`config.mk`:
```
export PLATFORM = sky130hd
export DESIGN_NAME = muller_c_handshake_driver
export DESIGN_NICKNAME = d
export VERILOG_FILES = /design/src/rtl/muller_c_handshake_driver.sv
export SDC_FILE = /design/constraint.sdc
export NUM_CORES = 1
export LEC_CHECK = 0
export BUFFER_PORTS_ARGS = -buffer_cell sky130_fd_sc_hd__buf_4
export CAP_MARGIN = 20
export CORE_ASPECT_RATIO = 0.6
export CORE_MARGIN = 10
export CORE_UTILIZATION = 44
export CTS_CLUSTER_DIAMETER = 100
export DETAILED_ROUTE_END_ITERATION = 10
export HOLD_SLACK_MARGIN = 0.1
export PLACE_DENSITY = 0.66
export SKIP_CTS_REPAIR_TIMING = 1
export SLEW_MARGIN = 20
export SYNTH_ARGS = -nofsm -noshare
export SYNTH_HDL_FRONTEND = slang
export SYNTH_SLANG_ARGS = --single-unit
```
`constraint.sdc`:
```
create_clock -name wb_clk_i -period 2.8 [get_ports wb_clk_i]
set_clock_uncertainty 0.2 [all_clocks]
set_input_delay 0.56 -clock wb_clk_i [delete_from_list [all_inputs] [get_ports wb_clk_i]]
set_output_delay 0.56 -clock wb_clk_i [all_outputs]
set_load 0.005 [all_outputs]
```
`src/rtl/muller_c_handshake_driver.sv`:
```
// 4-phase handshake master for a Muller C-element: drives two skewed requests,
// watches the synchronized C output for hold violations and timeouts, counts handshakes.
module muller_c_handshake_driver #(
  parameter int SYNC_STAGES = 2,
  parameter int TIMEOUT     = 200,
  parameter int TMO_W       = 8,
  parameter int CNT_W       = 16
) (
  input  logic             wb_clk_i,
  input  logic             wb_rst_i,
  input  logic             enable_i,
  input  logic [3:0]       skew_i,
  input  logic             clear_i,
  input  logic             c_out_i,
  output logic             req_a_o,
  output logic             req_b_o,
  output logic             busy_o,
  output logic [CNT_W-1:0] done_cnt_o,
  output logic             err_hold_o,
  output logic             err_timeout_o
);

  typedef enum logic [2:0] {
    ST_IDLE   = 3'd0,
    ST_RISE_A = 3'd1,
    ST_RISE_B = 3'd2,
    ST_FALL_A = 3'd3,
    ST_FALL_B = 3'd4,
    ST_ERROR  = 3'd5
  } state_t;

  localparam logic [TMO_W-1:0] TMO_LAST = TMO_W'(TIMEOUT - 1);
  localparam logic [TMO_W-1:0] TMO_ONE  = TMO_W'(1);
  localparam logic [CNT_W-1:0] CNT_ONE  = CNT_W'(1);

  state_t                 state_r, state_s;
  logic [SYNC_STAGES-1:0] sync_r;
  logic                   c_sync_s;
  logic [3:0]             skew_cnt_r, skew_cnt_s;
  logic [3:0]             skew_lat_r, skew_lat_s;
  logic [TMO_W-1:0]       tmo_cnt_r, tmo_cnt_s;
  logic [CNT_W-1:0]       done_cnt_r, done_cnt_s;
  logic                   req_a_r, req_a_s;
  logic                   req_b_r, req_b_s;
  logic                   busy_r, busy_s;
  logic                   err_hold_r, err_hold_s;
  logic                   err_tmo_r, err_tmo_s;

  assign c_sync_s = sync_r[SYNC_STAGES-1];

  // Synchronizer chain for the asynchronous C-element output
  always_ff @(posedge wb_clk_i or posedge wb_rst_i) begin
    if (wb_rst_i) begin
      sync_r <= {SYNC_STAGES{1'b0}};
    end else begin
      sync_r <= {sync_r[SYNC_STAGES-2:0], c_out_i};
    end
  end

  // Next-state and next-output decode of the handshake sequencer
  always_comb begin
    state_s    = state_r;
    skew_cnt_s = skew_cnt_r;
    skew_lat_s = skew_lat_r;
    tmo_cnt_s  = tmo_cnt_r;
    done_cnt_s = done_cnt_r;
    req_a_s    = req_a_r;
    req_b_s    = req_b_r;
    err_hold_s = err_hold_r;
    err_tmo_s  = err_tmo_r;
    case (state_r)
      ST_IDLE: begin
        if (enable_i) begin
          state_s    = ST_RISE_A;
          req_a_s    = 1'b1;
          req_b_s    = 1'b0;
          skew_cnt_s = skew_i;
          skew_lat_s = skew_i;
        end else begin
          state_s = ST_IDLE;
        end
      end
      ST_RISE_A: begin
        // Only req_a has moved, so any rise of the C output is a hold violation
        if (c_sync_s) begin
          state_s    = ST_ERROR;
          err_hold_s = 1'b1;
          req_a_s    = 1'b0;
          req_b_s    = 1'b0;
        end else if (skew_cnt_r == 4'd0) begin
          state_s   = ST_RISE_B;
          req_b_s   = 1'b1;
          tmo_cnt_s = {TMO_W{1'b0}};
        end else begin
          skew_cnt_s = skew_cnt_r - 4'd1;
        end
      end
      ST_RISE_B: begin
        if (c_sync_s) begin
          state_s    = ST_FALL_A;
          req_a_s    = 1'b0;
          skew_cnt_s = skew_lat_r;
        end else if (tmo_cnt_r == TMO_LAST) begin
          state_s   = ST_ERROR;
          err_tmo_s = 1'b1;
          req_a_s   = 1'b0;
          req_b_s   = 1'b0;
        end else begin
          tmo_cnt_s = tmo_cnt_r + TMO_ONE;
        end
      end
      ST_FALL_A: begin
        if (!c_sync_s) begin
          state_s    = ST_ERROR;
          err_hold_s = 1'b1;
          req_a_s    = 1'b0;
          req_b_s    = 1'b0;
        end else if (skew_cnt_r == 4'd0) begin
          state_s   = ST_FALL_B;
          req_b_s   = 1'b0;
          tmo_cnt_s = {TMO_W{1'b0}};
        end else begin
          skew_cnt_s = skew_cnt_r - 4'd1;
        end
      end
      ST_FALL_B: begin
        if (!c_sync_s) begin
          done_cnt_s = done_cnt_r + CNT_ONE;
          if (enable_i) begin
            state_s    = ST_RISE_A;
            req_a_s    = 1'b1;
            skew_cnt_s = skew_i;
            skew_lat_s = skew_i;
          end else begin
            state_s = ST_IDLE;
          end
        end else if (tmo_cnt_r == TMO_LAST) begin
          state_s   = ST_ERROR;
          err_tmo_s = 1'b1;
          req_a_s   = 1'b0;
          req_b_s   = 1'b0;
        end else begin
          tmo_cnt_s = tmo_cnt_r + TMO_ONE;
        end
      end
      ST_ERROR: begin
        req_a_s = 1'b0;
        req_b_s = 1'b0;
        if (clear_i) begin
          state_s    = ST_IDLE;
          err_hold_s = 1'b0;
          err_tmo_s  = 1'b0;
        end else begin
          state_s = ST_ERROR;
        end
      end
      default: begin
        state_s = ST_IDLE;
        req_a_s = 1'b0;
        req_b_s = 1'b0;
      end
    endcase
    busy_s = (state_s != ST_IDLE) && (state_s != ST_ERROR);
  end

  // State, counters and registered outputs
  always_ff @(posedge wb_clk_i or posedge wb_rst_i) begin
    if (wb_rst_i) begin
      state_r    <= ST_IDLE;
      skew_cnt_r <= 4'd0;
      skew_lat_r <= 4'd0;
      tmo_cnt_r  <= {TMO_W{1'b0}};
      done_cnt_r <= {CNT_W{1'b0}};
      req_a_r    <= 1'b0;
      req_b_r    <= 1'b0;
      busy_r     <= 1'b0;
      err_hold_r <= 1'b0;
      err_tmo_r  <= 1'b0;
    end else begin
      state_r    <= state_s;
      skew_cnt_r <= skew_cnt_s;
      skew_lat_r <= skew_lat_s;
      tmo_cnt_r  <= tmo_cnt_s;
      done_cnt_r <= done_cnt_s;
      req_a_r    <= req_a_s;
      req_b_r    <= req_b_s;
      busy_r     <= busy_s;
      err_hold_r <= err_hold_s;
      err_tmo_r  <= err_tmo_s;
    end
  end

  assign req_a_o       = req_a_r;
  assign req_b_o       = req_b_r;
  assign busy_o        = busy_r;
  assign done_cnt_o    = done_cnt_r;
  assign err_hold_o    = err_hold_r;
  assign err_timeout_o = err_tmo_r;

endmodule

```
==> results of run 1 <==
worst max-delay path, stage by stage (launching register included):
cell and delay, ps:
dfrtp_1 410, inv_1 110, ha_1 180, nor3b_2 350
nor2_1 130, a211o_2 420, a211o_1 260
per-stage QoR:
| stage | setup slack (ps) | util (%) | std cells |
|---|---|---|---|
| floorplan | 869 | - | 235 |
| global placement | 682 | 51.7 | 329 |
| detailed placement | 668 | 51.7 | 329 |
| CTS | 633 | 53.9 | 337 |
| global route | 481 | 53.9 | 337 |
| finish | 620 | 53.9 | 337 |
worst max path at each step:
stage	start	end	slack [ps]	cells past startpoint
global placement	state_r[2]$_DFF_PP0_	tmo_cnt_r[3]$_DFFE_PP0P_	680	5
finish	skew_cnt_r[0]$_DFFE_PP0P_	busy_o$_DFF_PP0_	620	6
global route	state_r[2]$_DFF_PP0_	tmo_cnt_r[6]$_DFFE_PP0P_	480	5
detailed placement	skew_cnt_r[0]$_DFFE_PP0P_	busy_o$_DFF_PP0_	670	6
CTS	state_r[2]$_DFF_PP0_	tmo_cnt_r[5]$_DFFE_PP0P_	630	5
floorplan	skew_cnt_r[0]$_DFFE_PP0P_	busy_o$_DFF_PP0_	870	6
metal layers:
layer  vias to the layer above  part of all wire [%]  routed length [µm]  GRT usage [%]
met5                         -                     0                   0              0
met4                         0                   1.2                  63           4.24
met3                         4                   5.3                 284           3.22
met2                        49                    40                2150           17.3
met1                       910                    53                2840           18.8
li1                        929                     -                   -              -
cell usage after synthesis, types with 2 or more instances:
library cell  instances  area share (%)
dfrtp_1              42              45
a21oi_1              20             4.3
nand2_1              18             2.9
nand3_1              14             3.0
nor2_1               13             2.1
o21ai_0              12             2.6
xnor2_1              11             4.1
nand2b_1             10             2.7
a31oi_1               8             2.2
xor2_1                8             3.0
and3_1                6             1.6
inv_1                 6            0.97
mux2_2                5             2.4
a22oi_1               4             1.3
buf_2                 4            0.86
ha_1                  4             2.2
nor2b_1               3            0.81
o21a_1                3            0.97
a211oi_1              2            0.65
a41oi_1               2            0.75
buf_4                 2            0.65
mux2i_1               2            0.86
nand2b_4              2             1.2
nor3_1                2            0.43
o211ai_1              2            0.65
o22ai_1               2            0.54
o2bb2ai_1             2            0.75
o32ai_1               2            0.75
cell type report:
type                    count  area share, %
clock buffers               5           2.51
clock inverters             3           1.46
inverters                   7          0.960
multi-input cells         177           43.5
flip-flops and latches     42           38.4
well taps                  66           3.02
repair buffers             37           10.1
flip-flops by register name, summed over array words and instances (netlist names):
name,cells
busy_o,1
done_cnt_o,16
sync_r,2
state_r,3
tmo_cnt_r,8
skew_cnt_r,4
req_b_o,1
err_hold_o,1
skew_lat_r,4
req_a_o,1
err_timeout_o,1
report_power, final:
part	leakage [nW]	internal, W	switching (W)
clock	0.0579	0.000263	0.000212
combinational	0.616	0.000419	0.000463
sequential	0.547	0.000751	0.000185
kinds of logic after synthesis:
family                     share of synthesized area [%]
xor gates and xnor gates                            7.17
and+or+nand+nor                                     21.1
buffers and inverters                               3.45
AOI/OAI and AO/OA                                   17.6
DFF                                                 45.3
adders and majority gates                           2.16
muxes                                               3.29
==> metrics.yaml, run 1 <==
synth_fp_nets: 248
finalCritPeriodShare_pct: 77.8
slew_headroom_pct: 60.8
worstHoldStart: "sync_r[0]$_DFF_PP0_"
grt_max_degree: 43
dpl.hpwl_um: 3930
min_delay_path_depth: 0
hold_path_class: "flop to flop"
finalPower_w: 0.00229
maxCapViolCount: 0
syn-cell-area_um2: 2320
tns_ps: 0
rsz0062_at_grt: "no"
final_cell_mix: "dfrtp_1, buf_4, a21oi_1"
wirelength_um: 5340
hold_ws_ps: 154
dr.pass1.iters: 4
dr_total_vias: 1892
cts_tree: "yes"
vdd_drop_max_mv: 0.307
r2r-start: "skew_cnt_r[0]$_DFFE_PP0P_"
final_common_cell: "dfrtp_1"
start_util_pct: 45.7
p_per_area_nw_per_um2: 837
core.rowCount: 20
worst_ep_required_time_ps: 2780
portBuffers: 29
p_leak_nw: 1.22
ys_seq_area_share_pct: 45.3
grt_pass1_wl_um: 9250
ys_ff_latch: 42
setup_viol: 0
worst_pin_slew_ps: 588
die_w_um: 114
dieArea_um2: 8680
overflow: 0
path_class: "flop to flop"
synth_warnings: 0
report.final.slew_viol_count: 0
fillCellCount: 462
cts_max_level: 2
detailed_place.area_um2: 2630
nets: 283
die_h_um: 76.3
coreArea_um2: 5080
r2r_cells: 6
holdPathEnd: "sync_r[1]$_DFF_PP0_"
final-hold-violation-count: 0
worstSkewPairLatency_ps: 300
fin_crit_ps: 2180
grt_usage_pct: 12.7
first_global_vias: 1812
cts-root-buf: "clkbuf_8"
clk_path_buf_depth: 2
ys_async_sr_fraction_pct: 100
multi_input_area_um2: 1190
synth-edff-count: 0
r2r_setup_slack_ps: 620
insertedDiodeCount: 0
antenna_found_initial: 0
yosysUniqueCellTypes: 52
outcome: "finished clean"
timing.fmax_mhz: 459
initialDrtViolationCount: 155
endpoint_kind: "flop"
vias_per_cell: 5.61
post_drt_wl_per_cell_um: 15.8
avgSynthCellArea_um2: 9.88
r2r_end: "busy_o$_DFF_PP0_"
crit_path_start_kind: "flop"
regArea_um2: 1050
final_cell_area_um2: 2740
cp.arrival_ps: 2160
numCtsBuffers: 5
clkSlewWorstSetupHoldPaths_ps: 80
drc: 0
synthToLayoutAreaGrowth_pct: 17.9
place_congestion: 0.896
clock_sinks: 42
syn_inst: 235
ys.flop_type: "dfrtp_1"
ioPinCount: 30
ant_nets: 0
drive_above_1_share_pct: 22.5
cp_max_fo: 8
No activity file was read; power rests on OpenSTA's default activity.
==> run 2, diff against run 1 <==
PLACE_DENSITY = 0.69   (was 0.66)
clock period = 1.9 ns   (was 2.8 ns; I/O delays follow)
==> metrics.yaml, run 2 (synthesis gave the netlist of run 1 again) <==
outcome: "finished, violations left"
min_delay_path_depth: 2
dpl.hpwl_um: 4510
antenna_found_initial: 0
ant_nets: 0
largest_register_ffs: 16
report.final.slew_viol_count: 0
dr.pass1.iters: 5
final_common_cell: "buf_4"
slew_headroom_pct: 77.7
core.rowCount: 20
wirelength_um: 6290
cp.arrival_ps: 1960
cts-root-buf: "clkbuf_8"
clock_sinks: 42
worst_pin_slew_ps: 333
drive_above_1_share_pct: 40.1
dieArea_um2: 8680
ioPinCount: 30
vias_per_cell: 5.54
r2r_cells: 8
vdd_drop_max_mv: 0.901
violations: "negative setup slack"
maxCapViolCount: 0
p_leak_nw: 1.48
setup_ws_ps: -88.7
cts_max_level: 2
post_drt_wl_per_cell_um: 16.3
first_global_vias: 1980
cts_tree: "yes"
final-hold-violation-count: 0
worstSkewPairLatency_ps: 300
finalPower_w: 0.00419
numCtsBuffers: 5
dr_total_vias: 2133
initialDrtViolationCount: 222
overflow: 0
insertedDiodeCount: 0
cp_max_fo: 3
setup_viol: 4
crit_path_start_kind: "flop"
die_h_um: 76.3
portBuffers: 29
final_cell_mix: "buf_4, dfrtp_1, a21oi_1"
clk_path_buf_depth: 2
endpoint_kind: "flop"
timing.fmax_mhz: 503
synthToLayoutAreaGrowth_pct: 41.0
coreArea_um2: 5080
grt_usage_pct: 13.7
path_class: "flop to flop"
drc: 0
clkSlewWorstSetupHoldPaths_ps: 80
start_util_pct: 45.7
die_w_um: 114
worst_ep_required_time_ps: 1880
p_per_area_nw_per_um2: 1280
hold_path_class: "primary input to flop"
nets: 331
pre_cts_ws_ps: -87.4
finalCritPeriodShare_pct: 105
place_congestion: 0.888
grt_pass1_wl_um: 9920
fin_crit_ps: 1990
rsz0062_at_grt: "yes"
grt_max_degree: 43
run 2: critical path: stages, from the launching register on:
cell and delay, ps:
dfrtp_1 400, inv_2 90, ha_4 140, nor3b_4 280, buf_4 180, a21oi_1 60
a31oi_1 160, o32ai_1 130, a211o_1 240
run 2: report_power, final:
part	internal (W)	switching, W
clock	0.000561	0.000312
sequential	0.00111	0.000277
combinational	0.00103	0.000906
run 2: final timing paths:
kind | startpoint | to | slack (ps)
worst min-delay path | skew_i[3] | skew_lat_r[3]$_DFFE_PP0P_ | 140
worst min register to register | sync_r[0]$_DFF_PP0_ | sync_r[1]$_DFF_PP0_ | 150
min in group asynchronous | wb_rst_i | tmo_cnt_r[5]$_DFFE_PP0P_ | 500
max in group asynchronous | wb_rst_i | state_r[1]$_DFF_PP0_ | 780
worst max register to register | skew_cnt_r[1]$_DFFE_PP0P_ | busy_o$_DFF_PP0_ | -90
worst max-delay path | skew_cnt_r[1]$_DFFE_PP0P_ | busy_o$_DFF_PP0_ | -90
run 2: per-stage QoR:
step | instances | util, % | setup TNS (ps) | hold WS, ps | cell area (µm²)
after floorplan | 235 | - | 0 | 131 | 2330
after detailed placement | 362 | 57.2 | -310 | 138 | 2910
after global routing | 385 | 64.5 | -512 | 131 | 3270
final | 385 | 64.5 | -108 | 137 | 3270
after CTS | 370 | 60.0 | -544 | -55.4 | 3050
after global placement | 362 | 57.2 | -14.7 | 132 | 2910
run 2: area by class of cell:
class / count / area [µm²]
fill: 400 / 1810
multi-input combinational: 177 / 1300
sequential: 42 / 1060
timing repair buffer: 85 / 668
clock buffer: 6 / 82.6
tap: 66 / 82.6
clock inverter: 2 / 60.1
inverter: 7 / 26.3
run 2: layer usage:
metal / GRT usage [%] / vias up / part of all wire (%)
li1: - / 1018 / -
met1: 19.9 / 1010 / 49
met2: 18.8 / 98 / 42
met3: 3.93 / 7 / 8.5
met4: 4.36 / 0 / 1.1
met5: 0 / - / 0
==> run 3, diff against run 2 <==
--- a/config.mk
+++ b/config.mk
@@ -14,5 +14,6 @@
 export DETAILED_ROUTE_END_ITERATION = 10
 export HOLD_SLACK_MARGIN = 0.1
-export PLACE_DENSITY = 0.69
+export PLACE_DENSITY = 0.66
+export SETUP_SLACK_MARGIN = 0.5
 export SKIP_CTS_REPAIR_TIMING = 1
 export SLEW_MARGIN = 20
==> constraint.sdc (replaced) <==
create_clock -name wb_clk_i -period 2.4 [get_ports wb_clk_i]
set_clock_uncertainty 0.2 [all_clocks]
set_input_delay 0.24 -clock wb_clk_i [delete_from_list [all_inputs] [get_ports wb_clk_i]]
set_output_delay 0.24 -clock wb_clk_i [all_outputs]
set_load 0.005 [all_outputs]
==> metrics.yaml, run 3 (synthesis gave the netlist of run 1 again) <==
slowest_delay_ps: 410
worst_ep_required_time_ps: 2390
cts_max_level: 2
grt_max_degree: 23
cp_cell_sequence: "inv_2 > ha_4 > nor3b_4 > a21oi_2 > a31oi_1 > o32ai_2 > a211o_1"
ant_nets: 0
final-hold-violation-count: 0
finalPower_w: 0.00302
timing.fmax_mhz: 494
drive_above_1_share_pct: 36.2
clock_sinks: 42
pre_cts_ws_ps: 291
final_common_cell: "buf_4"
antenna_found_initial: 0
finalCritPeriodShare_pct: 84.3
core.rowCount: 20
overflow: 0
ioPinCount: 30
place_congestion: 0.866
die_w_um: 114
setup_ws_ps: 377
wirelength_um: 6040
postLayoutCoreUtil_pct: 61.6
insertedDiodeCount: 0
cp.arrival_ps: 2010
dpl.hpwl_um: 3870
maxCapViolCount: 0
hold_path_class: "primary input to flop"
die_h_um: 76.3
path_class: "flop to flop"
numCtsBuffers: 5
clk_path_buf_depth: 2
slew_headroom_pct: 75.0
grt_pass1_wl_um: 9130
dr_total_vias: 1993
coreArea_um2: 5080
stdcell_count: 364
nets: 310
grt_usage_pct: 12.8
cp_max_fo: 5
fin_crit_ps: 2020
cts-root-buf: "clkbuf_8"
outcome: "finished clean"
worst_pin_slew_ps: 375
rsz0062_at_grt: "yes"
worstSkewPairLatency_ps: 300
start_util_pct: 45.7
tns_ps: 0
final_cell_mix: "buf_4, dfrtp_1, a21oi_1"
placed_cells: 332
portBuffers: 29
cpMaxStageDelayCell: "dfrtp_1"
endpoint_kind: "flop"
vdd_drop_max_mv: 0.488
crit_path_start_kind: "flop"
initialDrtViolationCount: 172
dr.pass1.iters: 4
synthToLayoutAreaGrowth_pct: 34.6
report.final.slew_viol_count: 0
dieArea_um2: 8680
post_drt_wl_per_cell_um: 16.6
p_leak_nw: 1.36
cts_tree: "yes"
vias_per_cell: 5.48
p_per_area_nw_per_um2: 967
setup_viol: 0
largest_register_ffs: 16
clkSlewWorstSetupHoldPaths_ps: 80
first_global_vias: 1866
drc: 0
run 3: critical path, delay by kind of cell, from the launching register on:
family	cells	cell delay, ps
AND/OR/NAND/NOR	1	360
AO/OA/AOI/OAI	4	710
buffers and inverters	1	100
flip-flops	1	410
adder cells (fa/ha/maj)	1	140
run 3: worst paths after layout:
check | cells after the start | from | slack, ps | to
max | 7 | skew_cnt_r[1]$_DFFE_PP0P_ | 380 | busy_o$_DFF_PP0_
min | 3 | enable_i | 130 | req_a_o$_DFFE_PP0P_
max reg2reg | 7 | skew_cnt_r[1]$_DFFE_PP0P_ | 380 | busy_o$_DFF_PP0_
min reg2reg | 0 | sync_r[0]$_DFF_PP0_ | 160 | sync_r[1]$_DFF_PP0_
max in group asynchronous | 4 | wb_rst_i | 1420 | state_r[1]$_DFF_PP0_
min in group asynchronous | 4 | wb_rst_i | 330 | done_cnt_o[11]$_DFFE_PP0P_
run 3: metrics by stage:
step                      hold WS [ps]  cell area [µm²]
after floorplan                   71.4             2330
final                              131             3130
after global routing               146             3130
after detailed placement           105             2660
after CTS                         -222             2770
after global placement            98.3             2660
run 3: routing by layer:
layer / wire, µm / vias to the layer above / track usage, %
li1: - / 978 / -
met1: 2950 / 955 / 18.3
met2: 2580 / 55 / 16.1
met3: 458 / 5 / 5.50
met4: 52 / 0 / 4.86
met5: 0 / - / 0
run 3: final cells by class:
cell class / count / area, µm²
Sequential cell: 42 / 1060
Inverter: 7 / 26.3
Tap cell: 66 / 82.6
Multi-Input combinational cell: 177 / 1350
Timing Repair Buffer: 64 / 505
Clock buffer: 6 / 72.6
Clock inverter: 2 / 37.5
Fill cell: 402 / 1950
run 3: where the power goes:
| part | internal, W | switching (W) | leakage (nW) |
|---|---|---|---|
| registers | 0.000884 | 0.000220 | 0.544 |
| logic | 0.000675 | 0.000665 | 0.762 |
| clock network | 0.000311 | 0.000269 | 0.0514 |
| total | 0.00187 | 0.00115 | 1.36 |
